**src/rtl/pong_pkg.sv**
```systemverilog
// Shared match-state types and constants for the pong scoring path.
package pong_pkg;

    typedef enum logic [2:0] {
        ST_IDLE,
        ST_PLAY,
        ST_POINT_PAUSE,
        ST_LEVEL_PAUSE,
        ST_GAME_OVER
    } match_state_t;

    typedef logic [1:0] level_t;
    typedef logic [3:0] pts_t;
    typedef logic [1:0] winner_t;

    localparam level_t  MAX_LEVEL   = 2'd3;
    localparam winner_t WINNER_NONE = 2'b00;
    localparam winner_t WINNER_P1   = 2'b01;
    localparam winner_t WINNER_P2   = 2'b10;

    // Leader value widened to 6 bits for the unsigned level-threshold compare.
    function automatic logic [5:0] leader(input pts_t a, input pts_t b);
        return (a > b) ? {2'b00, a} : {2'b00, b};
    endfunction

endpackage

```
**src/rtl/counter.sv**
```systemverilog
// Generic up/down event counter with synchronous clear that takes priority over counting.
module counter #(
    parameter int WIDTH = 8
) (
    input  logic             clock,
    input  logic             en,
    input  logic             clear,
    input  logic             up,
    output logic [WIDTH-1:0] count
);

    // NOTE: sequential state is updated with non-blocking assignments only.
    always_ff @(posedge clock) begin
        if (clear) begin
            count <= '0;
        end else if (en) begin
            count <= up ? count + 1'b1 : count - 1'b1;
        end
    end

endmodule

```
**src/rtl/score_keeper.sv**
```systemverilog
// Match-state controller: turns scoring pulses into points, level and serve/pause phases.
module score_keeper
    import pong_pkg::*;
#(
    parameter int unsigned WIN_PTS            = 9,
    parameter int unsigned LEVEL_STEP         = 3,
    parameter int unsigned PAUSE_FRAMES       = 60,
    parameter int unsigned LEVEL_PAUSE_FRAMES = 120
) (
    input  logic       clock,
    input  logic       reset,
    input  logic       finish_frame,
    input  logic       start,
    input  logic       p1_scored,
    input  logic       p2_scored,
    output logic [3:0] pts1,
    output logic [3:0] pts2,
    output logic [1:0] level_state,
    output logic       serve_en,
    output logic       celebrate,
    output logic       game_over,
    output logic [1:0] winner
);

    match_state_t state_q, state_d;
    pts_t         pts1_q, pts1_d;
    pts_t         pts2_q, pts2_d;
    level_t       level_q, level_d;
    winner_t      winner_q, winner_d;
    logic         pause_entry_q, pause_entry_d;
    logic [7:0]   frame_count;
    logic [5:0]   level_thr;
    logic         level_up;
    logic         frame_done;

    assign level_thr = 6'(LEVEL_STEP) * ({4'b0000, level_q} + 6'd1);

    // The first pause cycle holds the counter in clear so its finish_frame is not counted.
    counter #(.WIDTH(8)) u_frame_counter (
        .clock (clock),
        .en    (finish_frame),
        .clear (reset | pause_entry_q),
        .up    (1'b1),
        .count (frame_count)
    );

    // NOTE: every combinational output gets a default first so no latch is inferred.
    always_comb begin
        state_d       = state_q;
        pts1_d        = pts1_q;
        pts2_d        = pts2_q;
        level_d       = level_q;
        winner_d      = winner_q;
        pause_entry_d = 1'b0;
        level_up      = 1'b0;
        frame_done    = finish_frame && !pause_entry_q;

        unique case (state_q)
            ST_IDLE: begin
                if (start) state_d = ST_PLAY;
            end

            ST_PLAY: begin
                if (p1_scored && p2_scored) begin
                    state_d       = ST_POINT_PAUSE;
                    pause_entry_d = 1'b1;
                end else if (p1_scored || p2_scored) begin
                    if (p1_scored) pts1_d = pts1_q + 4'd1;
                    if (p2_scored) pts2_d = pts2_q + 4'd1;
                    // Level tracks the leader even on the winning point, so the final level is visible.
                    level_up = (leader(pts1_d, pts2_d) >= level_thr) && (level_q != MAX_LEVEL);
                    if (level_up) level_d = level_q + 2'd1;
                    if (pts1_d == pts_t'(WIN_PTS)) begin
                        state_d  = ST_GAME_OVER;
                        winner_d = WINNER_P1;
                    end else if (pts2_d == pts_t'(WIN_PTS)) begin
                        state_d  = ST_GAME_OVER;
                        winner_d = WINNER_P2;
                    end else if (level_up) begin
                        state_d       = ST_LEVEL_PAUSE;
                        pause_entry_d = 1'b1;
                    end else begin
                        state_d       = ST_POINT_PAUSE;
                        pause_entry_d = 1'b1;
                    end
                end
            end

            ST_POINT_PAUSE: begin
                if (frame_done && frame_count == 8'(PAUSE_FRAMES - 1)) state_d = ST_PLAY;
            end

            ST_LEVEL_PAUSE: begin
                if (frame_done && frame_count == 8'(LEVEL_PAUSE_FRAMES - 1)) state_d = ST_PLAY;
            end

            ST_GAME_OVER: begin
                if (start) begin
                    state_d  = ST_IDLE;
                    pts1_d   = '0;
                    pts2_d   = '0;
                    level_d  = '0;
                    winner_d = WINNER_NONE;
                end
            end

            default: state_d = ST_IDLE;
        endcase
    end

    always_ff @(posedge clock) begin
        if (reset) begin
            state_q       <= ST_IDLE;
            pts1_q        <= '0;
            pts2_q        <= '0;
            level_q       <= '0;
            winner_q      <= WINNER_NONE;
            pause_entry_q <= 1'b0;
        end else begin
            state_q       <= state_d;
            pts1_q        <= pts1_d;
            pts2_q        <= pts2_d;
            level_q       <= level_d;
            winner_q      <= winner_d;
            pause_entry_q <= pause_entry_d;
        end
    end

    assign pts1        = pts1_q;
    assign pts2        = pts2_q;
    assign level_state = level_q;
    assign winner      = winner_q;
    assign serve_en    = (state_q == ST_PLAY);
    assign celebrate   = (state_q == ST_LEVEL_PAUSE);
    assign game_over   = (state_q == ST_GAME_OVER);

endmodule

```
**config.mk**
```make
export PLATFORM = sky130hd
export DESIGN_NAME = score_keeper
export DESIGN_NICKNAME = d
export VERILOG_FILES = /design/src/rtl/pong_pkg.sv /design/src/rtl/counter.sv /design/src/rtl/score_keeper.sv
export SDC_FILE = /design/constraint.sdc
export NUM_CORES = 1
export LEC_CHECK = 0
export ABC_AREA = 1
export CAP_MARGIN = 30
export CORE_UTILIZATION = 50
export CTS_CLUSTER_SIZE = 40
export DETAILED_ROUTE_END_ITERATION = 8
export HOLD_SLACK_MARGIN = 0.05
export PLACE_DENSITY = 0.72
export SYNTH_ARGS = -nofsm -noshare
export SYNTH_HDL_FRONTEND = slang
export SYNTH_HIERARCHICAL = 1
export SYNTH_SLANG_ARGS = --single-unit
```
**constraint.sdc**
```tcl
create_clock -name clock -period 8.2 [get_ports clock]
set_input_delay 1.64 -clock clock [delete_from_list [all_inputs] [get_ports clock]]
set_output_delay 1.64 -clock clock [all_outputs]
set_load 0.05 [all_outputs]
```
Word-level counts from Yosys, hierarchy flattened
Index checks and enable logic that the tools add are counted.
{"block": "word_totals", "register_bits": 24, "inputBits": 6, "output_inout_bits": 15, "elab_cells": 89}
{"block": "classes", "addsub": 5, "multipliers": 1, "magnitude_cmp": 2, "eq_ne": 18, "mux": 40, "bitwise_logic": 2, "reduce_logical": 14}
{"operator": "2-to-1 mux 4 bit", "count": 14}
{"operator": "2-to-1 mux 3 bit", "count": 8}
{"operator": "2-to-1 mux 2 bit", "count": 8}
{"operator": "one-hot mux 4 bit (2 select lines)", "count": 2}
{"operator": "one-hot mux 3 bit (5 select lines)", "count": 1}
{"operator": "AND reduction 5 bit", "count": 3}
{"operator": "!= test 2 bit, second input constant", "count": 5}
{"operator": "adder 4 x 1 -> 4 bit, second input constant", "count": 2}
{"operator": "adder 8 x 1 -> 8 bit, second input constant", "count": 1}
{"operator": "equality test 4 bit, second input constant", "count": 2}
{"operator": "equality test 8 x 6 -> 1 bit, second input constant", "count": 1}
{"operator": "equality test 8 x 7 -> 1 bit, second input constant", "count": 1}
{"operator": "one-hot mux 2 bit (2 select lines)", "count": 2}
{"operator": "equality test 3 x 2 -> 1 bit, second input constant", "count": 2}
{"operator": "!= test 2 x 1 -> 1 bit, second input constant", "count": 3}
{"operator": "!= test 3 x 1 -> 1 bit, second input constant", "count": 2}
{"operator": ">= comparator 4 x 5 -> 1 bit", "count": 1}
{"operator": "logical AND 1 bit", "count": 5}
{"operator": "multiplier 2 x 3 -> 5 bit, first input constant", "count": 1}
{"operator": "2-to-1 mux 1 bit", "count": 5}
{"operator": "> comparator 4 bit", "count": 1}
{"operator": "AND reduction 4 bit", "count": 1}
{"operator": "adder 2 x 1 -> 3 bit, second input constant", "count": 1}
{"operator": "equality test 3 x 1 -> 1 bit, second input constant", "count": 1}
{"operator": "other kinds (9)", "count": 9}

Logic depth before layout (Yosys ltp)
Gate-level depths: netlist of the first run.
{"block": "logic_depth", "depth_word": 15, "mapped_depth": 23, "ltp_nobuf": 23}

Modules after synthesis
The synthesis of the first run kept the hierarchy.
{"mod": "score_keeper", "instances": 1, "cells_per_inst": 218, "area_each_um2": 1346.3, "seq_area_each_um2": 320.3}
{"mod": "counter", "instances": 1, "cells_per_inst": 91, "area_each_um2": 656.9, "seq_area_each_um2": 160.2}

Worst setup path after synthesis of the first run
No wires, ideal clock.
{"block": "synth_path", "path_type": "input port to flip-flop", "startpoint": "input p2_scored", "endpoint": "register level_q[1], in the netlist level_state[1]", "setup_ns": 0.071, "t_arrival_ns": 3.757, "t_required_ns": 8.129, "setup_slack_ns": 4.372, "cell_stages": 20, "path_buffers": 0, "cell_sequence": "nand2_2 > nor2_1 > nor2_1 > nor2_2 > inv_1 > ha_1 > o21ai_1 > a21oi_1 > o21ai_2 > o21ai_0 > ha_1 > nand2_1 > nand2_1 > nand2_1 > nand3_1 > nand2_1 > nand2_1 > nand2_1 > nand2_1 > a21oi_1"}
{"block": "synth_via", "elab_chain_cells": 10, "word_cells_on_any_way": 14, "classes_between": "order compare: 2; eq/ne: 3; mux: 5; reduce/logical: 4"}
{"element": "start, declared", "line": "score_keeper.sv:15", "rtl": "input logic p2_scored,"}
{"element": "2-to-1 mux 4 bit", "line": "score_keeper.sv:69", "rtl": "if (p2_scored) pts2_d = pts2_q + 4'd1;"}
{"element": "2-to-1 mux 4 bit", "line": "score_keeper.sv:67", "rtl": "end else if (p1_scored || p2_scored) begin"}
{"element": "2-to-1 mux 4 bit", "line": "score_keeper.sv:64", "rtl": "if (p1_scored && p2_scored) begin"}
{"element": "2-to-1 mux 4 bit", "line": "score_keeper.sv:58", "rtl": "unique case (state_q)"}
{"element": "> comparator 4 bit", "line": "pong_pkg.sv:23", "rtl": "return (a > b) ? {2'b00, a} : {2'b00, b};"}
{"element": "2-to-1 mux 4 bit", "line": "pong_pkg.sv:23"}
{"element": ">= comparator 4 x 5 -> 1 bit", "line": "score_keeper.sv:71", "rtl": "level_up = (leader(pts1_d, pts2_d) >= level_thr) && (level_q != MAX_LEVEL);"}
{"element": "logical AND 1 bit", "line": "score_keeper.sv:71"}
{"element": "!= test 2 x 1 -> 1 bit (no line)"}
{"element": "AND reduction 5 bit (no line) *"}
{"element": "end signal, assigned", "line": "score_keeper.sv:123", "rtl": "level_q <= level_d;"}
{"element": "end, declared", "line": "score_keeper.sv:28", "rtl": "level_t level_q, level_d;"}
Every way passes the cells marked *; elsewhere a longest branch is shown, timed or not. The select of a mux whose other input is x is not followed.
A chain may end at the register's enable or synchronous reset.

Worst setup path in the final report of the first run
Ends and elaborated chain as after synthesis.

==> run_results.csv, run 1 <==
group,metric,value,unit
die,die_w,65.3,um
detailed_routing,wl_per_cell,11.1,um
timing,worst_slack,3.78,ns
detailed_routing,drc,0,
cells_and_area,final_util,0.619,
setup_path,cp-end-kind,"flop",
synthesis,synth_fa_ha_area_frac,0.135,
placement,port-buffer-count,20,
power,ir_worst_vdd,0.113,mV
cells_and_area,mostFrequentLayoutCell,"nand2_1",
synthesis,synth_top_family_by_area,"simple AND/OR/NAND/NOR gates",
clock_network,clkSlewWorstSetupHoldPaths,0.09,ns
power,cellPowerDensity,233,mW/mm^2
clock_network,clock_latency,0.28,ns
cells_and_area,nFillCells,368,
cells_and_area,drive_above_1_share,0.0725,
status,status,"finished, final reports clean",
global_routing,grt_pass1_vias,1777,
clock_network,cts_num_sinks,24,
synthesis,ys_types,32,
setup_path,critPathLaunchType,"input port",
synthesis,synth_seq_cells,24,
power,swShare,0.440,
timing,fin_tns_setup,0,ns
die,die_h,65.3,um
setup_path,cp_slowest_cell,"clkdlybuf4s50_1",
detailed_routing,drt_iter0_drc,103,
synthesis,ys_warn_count,6,
placement,place_hpwl,3320,um
hold_path,min_to,"winner[0]",
power,p_clk_frac,0.195,
hold_path,whs_path_depth,2,
clock_network,h-tree-depth,1,
timing,slew-limit-headroom,0.567,
setup_path,cpPeakStageDelay,0.61,ns
die,dieArea,0.00426,mm^2
synthesis,synth_cells,309,
clock_network,postCtsSetupBuffers,0,
flow_run,maxCapViolCount,0,
setup_path,crit_required,8.39,ns
setup_path,cp_num_buf_inv,3,
placement,pre_cts_ws,3.58,ns
die,rows,22,
power,power_frac_seq,0.289,
clock_network,cts-root-buf,"clkbuf_8",
setup_path,rrSetupSlack,5.20,ns
global_routing,overflow,0,
detailed_routing,ant_nets,0,
power,combPwrFrac,0.516,
hold_path,min_from,"winner[0]",
timing,fin_crit_sh,0.538,
placement,dpl_cell_area,0.00225,mm^2
clock_network,cts_buffers,3,
global_routing,grt_first_pass_wirelength,7710,um
timing,report.final.slew_viol_count,0,
setup_path,worstPathCellList,"clkdlybuf4s50_1, nand2_2, nor2_1, nor2_1, nor2_2, inv_1, ha_1, o21ai_1, a21oi_1, o21ai_2, nand2_1, o21ai_0, ha_1, nand2_1, inv_1, nand3_1, nand3_1, nand2_1, nand2_1, nand2_1, nand2_1, a21oi_1",
clock_network,cts_tree,"done",
timing,max_freq,226,MHz
synthesis,syn-mean-instance-area,6.48,um^2
power,p_sw,0.237,mW
setup_path,r2r-start,"pts1[0]",
global_routing,grt_max_degree,18,
cells_and_area,stdcell_count,379,
detailed_routing,drtPass1Iterations,4,
cells_and_area,n_antenna_cell,0,
setup_path,path_max_fanout,8,
synthesis,synth_seq_area_share,0.240,
detailed_routing,vias,1861,
synthesis,synthSimpleGateAreaFrac,0.354,
clock_network,cts.path.max_buffers,2,
power,intPower,0.302,mW
cells_and_area,fin_area,0.00232,mm^2
detailed_routing,wl,4230,um
setup_path,worstPathArrival,4.60,ns
synthesis,yosys.area_share.xor_xnor,0.0300,
clock_network,ctsResizeCount,0,
setup_path,crit_type,"in -> reg",
die,initial_core_util,0.535,
timing,setup_viol,0,
power,leakage,1.15,nW
synthesis,synth_compound_area_frac,0.122,
die,core-area,0.00374,mm^2
timing,finalHoldViolations,0,
timing,period_minus_slack,4.42,ns
setup_path,cp_common_cell,"nand2_1",
detailed_routing,via_per_inst,4.91,
timing,rsz0062_at_grt,"false",
synthesis,synthMuxAreaShare,0,
placement,dp_cells,375,
clock_network,hold_buffers,0,
cells_and_area,layout_common_cells,"nand2_1, inv_1, nor2_1",
hold_path,hold_path.class,"reg -> reg",
setup_path,rr_worst_depth,23,
placement,gp_congestion,0.899,
timing,worstMarginPinSlew,0.648,ns
setup_path,timing.rr.end,"level_state[1]",
global_routing,antenna_found_initial,0,
cells_and_area,syn_to_final_growth,15.7,%
cells_and_area,final_nets,359,
die,io_pins,21,
synthesis,syn_area,0.00200,mm^2
global_routing,track_usage,0.228,
setup_path,cp_top_family,"simple AND/OR/NAND/NOR gates",
timing,final.setup_skew,0.0122,ns
[how the worst max path moves through the flow]
stage,startpoint,endpoint,cells past startpoint
floorplan,p2_scored,level_state[1],20
global placement,p2_scored,level_state[0],21
detailed placement,p2_scored,level_state[1],21
CTS,p2_scored,level_state[1],22
global route,p1_scored,level_state[1],23
finish,p2_scored,level_state[1],22
[registers in the layout, summed over array words and instances (netlist names)]
name and flops:
pts1 4, pts2 4, winner 2, level_state 2, pause_entry_q 1, state_q 3
u_frame_counter/count 8
[worst min-delay path: stages, from the launching register on]
cell and delay, ns:
dfxtp_1 0.32, nand2_1 0.06, a21oi_1 0.06
[cell type report]
type / instances / area [um^2] / area share
Multi-Input combinational cell: 226 / 1290 / 0.557
Sequential cell: 24 / 480 / 0.207
Inverter: 57 / 214 / 0.0923
Timing Repair Buffer: 20 / 200 / 0.0864
Tap cell: 48 / 60.1 / 0.0259
Clock buffer: 3 / 41.3 / 0.0178
Clock inverter: 1 / 30.0 / 0.0130
[synth_stat cells]
master | number | area [um^2]
nor2_2 | 4 | 25.0
nand2_1 | 74 | 278
nor2_4 | 2 | 22.5
nor2_1 | 36 | 135
o21ai_2 | 2 | 17.5
xnor2_1 | 2 | 17.5
fa_1 | 1 | 20.0
ha_1 | 20 | 250
nand3b_1 | 3 | 22.5
nand3b_4 | 1 | 20.0
o211ai_1 | 2 | 15.0
inv_1 | 55 | 206
a22oi_1 | 7 | 52.6
nand2_4 | 1 | 11.3
o21ai_0 | 7 | 35.0
xor2_2 | 1 | 16.3
clkbuf_1 | 2 | 7.51
o21ai_1 | 6 | 30.0
dfxtp_1 | 24 | 480
nand4_1 | 2 | 12.5
or2_2 | 1 | 6.26
conb_1 | 1 | 3.75
clkbuf_8 | 1 | 13.8
a21oi_4 | 1 | 16.3
or2_4 | 2 | 17.5
xor2_1 | 3 | 26.3
nand3_1 | 20 | 100
inv_2 | 2 | 7.51
nor3_1 | 8 | 40.0
a21oi_1 | 14 | 70.1
o21bai_1 | 1 | 7.51
nand2_2 | 3 | 18.8
[power by group through the flow]
stage | registers (mW) | logic (mW) | clock network [mW]
after floorplan | 0.178 | 0.193 | 0
after global placement | 0.158 | 0.272 | 0
after detailed placement | 0.158 | 0.275 | 0
after CTS | 0.156 | 0.277 | 0.108
after global routing | 0.159 | 0.320 | 0.113
final | 0.156 | 0.278 | 0.105
[cells by family (layout without fill, tap and decap cells)]
group	after synthesis	count (layout)
flops	24	24
compound gates	40	40
buf+inv	60	81
fa+ha+maj	21	21
simple gates	157	157
other cells	1	2
xor+xnor	6	6
[metrics by stage]
step                      power [mW]  hold WS, ns
after floorplan                0.371        0.474
after global placement         0.431        0.456
after detailed placement       0.433        0.467
after CTS                      0.541        0.487
after global routing           0.593        0.515
final                          0.539        0.477
[layer usage]
metal / part of all wire / GRT usage / vias up / wire length, um
li1: - / - / 1015 / -
met3: 0.040 / 0.0486 / 2 / 170
met2: 0.45 / 0.374 / 32 / 1880
met4: 0.0043 / 0.0353 / 0 / 18
met1: 0.51 / 0.311 / 812 / 2150
met5: 0 / 0 / - / 0
No activity file was read; power rests on OpenSTA's default activity.
==> run 2: changes to the inputs <==
Clock period 8.2 ns to 4.4 ns, I/O delays scaled along.
==> run_results.csv, run 2 (synthesized netlist as in run 1, its figures left out) <==
group,metric,value,unit
timing,slew-limit-headroom,0.554,
timing,report.final.slew_viol_count,0,
clock_network,ctsResizeCount,0,
timing,worstMarginPinSlew,0.666,ns
cells_and_area,n_antenna_cell,0,
placement,dpl_cell_area,0.00225,mm^2
clock_network,hold_buffers,0,
timing,max_freq,275,MHz
setup_path,critPathLaunchType,"input port",
power,leakage,1.15,nW
timing,fin_crit_sh,0.827,
hold_path,hold_path.class,"reg -> reg",
die,die_h,65.3,um
global_routing,track_usage,0.232,
power,p_total,1.01,mW
power,p_clk_frac,0.198,
cells_and_area,drive_above_1_share,0.0725,
power,swShare,0.444,
clock_network,clock_latency,0.28,ns
setup_path,path_max_fanout,8,
clock_network,clkSlewWorstSetupHoldPaths,0.10,ns
detailed_routing,drt_iter0_drc,134,
placement,place_hpwl,3360,um
die,rows,22,
cells_and_area,largest_reg_flops,8,
detailed_routing,wl_per_cell,11.5,um
timing,period_minus_slack,3.64,ns
timing,fin_tns_setup,0,ns
flow_run,maxCapViolCount,0,
clock_network,cts_buffers,3,
clock_network,postCtsSetupBuffers,0,
clock_network,cts-root-buf,"clkbuf_8",
setup_path,rr_worst_depth,21,
hold_path,whs_path_depth,2,
setup_path,worstPathArrival,3.83,ns
cells_and_area,syn_to_final_growth,15.7,%
clock_network,h-tree-depth,1,
global_routing,grt_first_pass_wirelength,7850,um
power,cellPowerDensity,436,mW/mm^2
placement,port-buffer-count,20,
die,initial_core_util,0.535,
timing,finalHoldViolations,0,
cells_and_area,fin_area,0.00232,mm^2
global_routing,overflow,0,
power,power_frac_seq,0.288,
detailed_routing,wl,4350,um
die,io_pins,21,
global_routing,grt_pass1_vias,1788,
cells_and_area,regMostFlops,"u_frame_counter/count",
clock_network,cts.path.max_buffers,2,
power,p_sw,0.449,mW
die,die_w,65.3,um
cells_and_area,layout_common_cells,"nand2_1, inv_1, nor2_1",
power,ir_worst_vdd,0.205,mV
die,dieArea,0.00426,mm^2
cells_and_area,mostFrequentLayoutCell,"nand2_1",
detailed_routing,via_per_inst,5.00,
global_routing,grt_max_degree,18,
placement,gp_congestion,0.899,
timing,setup_viol,0,
clock_network,cts_num_sinks,24,
status,status,"finished, final reports clean",
clock_network,cts_tree,"done",
detailed_routing,drc,0,
cells_and_area,final_nets,359,
timing,final.setup_skew,0.00963,ns
timing,rsz0062_at_grt,"false",
setup_path,crit_required,4.59,ns
setup_path,rrSetupSlack,1.42,ns
power,intPower,0.563,mW
detailed_routing,vias,1894,
setup_path,cp-end-kind,"flop",
detailed_routing,drtPass1Iterations,4,
die,core-area,0.00374,mm^2
global_routing,antenna_found_initial,0,
power,combPwrFrac,0.514,
detailed_routing,ant_nets,0,
setup_path,crit_type,"in -> reg",
run 2: worst max-delay path: stages:
cell and delay [ns]:
clkdlybuf4s50_1 0.62, nand2_2 0.10, nor2_1 0.12, nor2_1 0.06, nor2_2 0.18, inv_1 0.06, ha_1 0.30, o21ai_1 0.08
a21oi_1 0.06, o21ai_2 0.24, o21ai_0 0.14, ha_1 0.31, nand2_1 0.05, inv_1 0.05, nand3_1 0.06, nand3_1 0.08
nand3_1 0.09, o21bai_1 0.16, nand2_1 0.07, a21oi_1 0.13
run 2: power by group through the flow:
stage          sequential [mW]  combinational [mW]  clock, mW
6_report                 0.291               0.520      0.200
5_1_grt                  0.298               0.596      0.212
4_1_cts                  0.291               0.518      0.202
3_5_place_dp             0.296               0.512          0
3_3_place_gp             0.295               0.508          0
2_1_floorplan            0.332               0.360          0
run 2: worst paths after layout:
check / to / startpoint
min: winner[0] / winner[0]
min reg2reg: winner[0] / winner[0]
max: state_q[0] / p2_scored
max reg2reg: state_q[0] / pts1[0]
run 2: area by class of cell:
type	instances	area, um^2
clock buffer	3	41.3
clock inverter	1	30.0
fill	383	1430
inverter	57	214
multi-input combinational	226	1290
sequential	24	480
tap	48	60.1
timing repair buffer	20	200
run 2: routing by layer:
metal | global-route usage | part of all wire | up-vias
met5 | 0 | 0 | -
met4 | 0.0326 | 0.0087 | 0
met3 | 0.0417 | 0.028 | 6
met2 | 0.381 | 0.46 | 21
met1 | 0.320 | 0.51 | 854
li1 | - | - | 1013
run 2: metrics by stage:
stage / utilization / setup WS [ns] / std cells / hold WS, ns
3_5_place_dp: 0.600 / 0.514 / 375 / 0.463
4_1_cts: 0.619 / 0.795 / 379 / 0.480
6_report: 0.619 / 0.762 / 379 / 0.471
3_3_place_gp: 0.600 / 0.605 / 375 / 0.456
5_1_grt: 0.619 / 0.352 / 379 / 0.515
2_1_floorplan: - / 1.33 / 310 / 0.474
==> run 3: changes to the inputs <==
Settings changed: PLACE_DENSITY 0.72 to 0.75.
Clock period 4.4 ns to 2.99 ns, I/O delays scaled along.
==> run_results.csv, run 3 (synthesized netlist as in run 1, its figures left out) <==
group,metric,value,unit
global_routing,grt_pass1_vias,1861,
timing,finalHoldViolations,0,
power,cellPowerDensity,620,mW/mm^2
setup_path,cp_slowest_cell,"dfxtp_1",
clock_network,clock_latency,0.27,ns
power,leakage,1.26,nW
global_routing,overflow,0,
power,ir_worst_vdd,0.289,mV
die,core-area,0.00374,mm^2
setup_path,cp-end-kind,"flop",
setup_path,cp.depth,22,
cells_and_area,final_util,0.672,
setup_path,critPathLaunchType,"flop",
global_routing,grt_first_pass_wirelength,7690,um
cells_and_area,layout_common_cells,"nand2_1, inv_1, nor2_1",
setup_path,cp-startpoint,"pts2[1]",
timing,setup_viol,0,
setup_path,crit_required,3.20,ns
timing,final.setup_skew,0.00365,ns
timing,period_minus_slack,2.81,ns
setup_path,r2r-start,"pts2[1]",
placement,pre_cts_ws,-0.415,ns
clock_network,h-tree-depth,1,
cells_and_area,syn_to_final_growth,25.6,%
placement,port-buffer-count,20,
placement,place_hpwl,3450,um
setup_path,cp_common_cell,"nand2_1",
clock_network,cts-root-buf,"clkbuf_8",
cells_and_area,mostFrequentLayoutCell,"nand2_1",
global_routing,track_usage,0.228,
die,die_w,65.3,um
die,initial_core_util,0.535,
detailed_routing,ant_nets,0,
setup_path,cpPeakStageDelay,0.42,ns
setup_path,rr_worst_depth,22,
setup_path,worstPathArrival,3.03,ns
detailed_routing,via_per_inst,5.01,
clock_network,clkSlewWorstSetupHoldPaths,0.09,ns
timing,slew-limit-headroom,0.664,
die,dieArea,0.00426,mm^2
setup_path,path_max_fanout,8,
cells_and_area,final_nets,379,
hold_path,hold_path.class,"reg -> reg",
die,die_h,65.3,um
detailed_routing,wl,4520,um
global_routing,grt_max_degree,18,
status,status,"finished, final reports clean",
hold_path,whs_path_depth,2,
cells_and_area,regMostFlops,"u_frame_counter/count",
clock_network,cts.path.max_buffers,2,
timing,worst_slack,0.175,ns
timing,report.final.slew_viol_count,0,
cells_and_area,n_antenna_cell,0,
die,rows,22,
flow_run,maxCapViolCount,0,
setup_path,rrSetupSlack,0.18,ns
clock_network,cts_num_sinks,24,
timing,fin_crit_sh,0.941,
placement,gp_congestion,0.872,
detailed_routing,drtPass1Iterations,4,
global_routing,antenna_found_initial,0,
detailed_routing,drc,0,
setup_path,crit_type,"reg -> reg",
detailed_routing,vias,1997,
timing,whs,0.467,ns
die,io_pins,21,
setup_path,timing.rr.end,"level_state[1]",
detailed_routing,drt_iter0_drc,112,
setup_path,cp_num_buf_inv,3,
cells_and_area,nFillCells,344,
cells_and_area,drive_above_1_share,0.174,
setup_path,cp_top_family,"simple AND/OR/NAND/NOR gates",
setup_path,crit_path_end,"level_state[1]",
setup_path,worstPathCellList,"ha_1, inv_1, nand2_1, nand2_1, ha_4, inv_1, nor2_1, nor2_1, a21oi_2, o21ai_4, nand2_1, o21ai_1, ha_1, nand2_1, inv_1, nand3_1, nand3_2, nand2_1, nand2_2, nand2_2, nand2_1, a21oi_2",
cells_and_area,largest_reg_flops,8,
timing,max_freq,355,MHz
detailed_routing,wl_per_cell,11.3,um
clock_network,cts_buffers,3,
timing,worstMarginPinSlew,0.503,ns
clock_network,cts_tree,"done",
==> run 3: changes by cell type in the layout (fill, tap and decap cells not counted), moves of 3 or more <==
cell     before  now
a21oi_1      14   11
dfxtp_1      24   21
a21oi_2       0    3
nand2_1      74   69
nand2_2       3    8
buf_4         0   20
==> run 3: how the worst min path moves through the flow <==
stage	to	slack (ns)	start
CTS	winner[0]	0.47	winner[0]
global route	winner[1]	0.51	winner[1]
global placement	winner[1]	0.46	winner[1]
floorplan	u_frame_counter/count[4]	0.47	u_frame_counter/count[4]
finish	winner[0]	0.47	winner[0]
detailed placement	winner[0]	0.46	winner[0]
==> run 3: per-layer routing <==
layer | track usage | up-vias | wire (um)
met1 | 0.291 | 894 | 2120
met4 | 0.0598 | 0 | 53
met2 | 0.398 | 38 | 2180
met3 | 0.0330 | 6 | 171
met5 | 0 | - | 0
li1 | - | 1059 | -
==> run 3: stage by stage <==
stage	area [um^2]	total power [mW]	setup TNS, ns	cells
2_1_floorplan	2010	1.02	0	310
3_3_place_gp	2390	1.20	-1.05	394
3_5_place_dp	2390	1.21	-1.21	394
4_1_cts	2460	1.51	0	398
5_1_grt	2520	1.69	-0.0247	399
6_report	2520	1.56	0	399
==> run 3: timing repair <==
item	in CTS	in global routing
pin swaps	1	6
cloned	0	0
setup buffers	0	1
gates resized for setup	3	20
hold buffers	0	0
endpoints found under the setup margin	3	3
==> run 3: report_power, final <==
part	switching (mW)	internal (mW)
combinational	0.524	0.317
sequential	0.0537	0.373
clock	0.114	0.179
==> run 3: tightest hold or removal path, delay by kind of cell, from the launching register on <==
kind / cells / cell delay, ns
DFF: 1 / 0.32
and+or+nand+nor: 1 / 0.06
AOI/OAI and AO/OA: 1 / 0.05
==> run 3: final cells by class <==
class                      count  area (um^2)  area share
sequential                    24          487       0.193
inverter                      57          214      0.0850
clock inverter                 1         30.0      0.0119
clock buffer                   3         41.3      0.0164
multi-input combinational    226         1340       0.534
tap                           48         60.1      0.0239
timing repair buffer          40          340       0.135
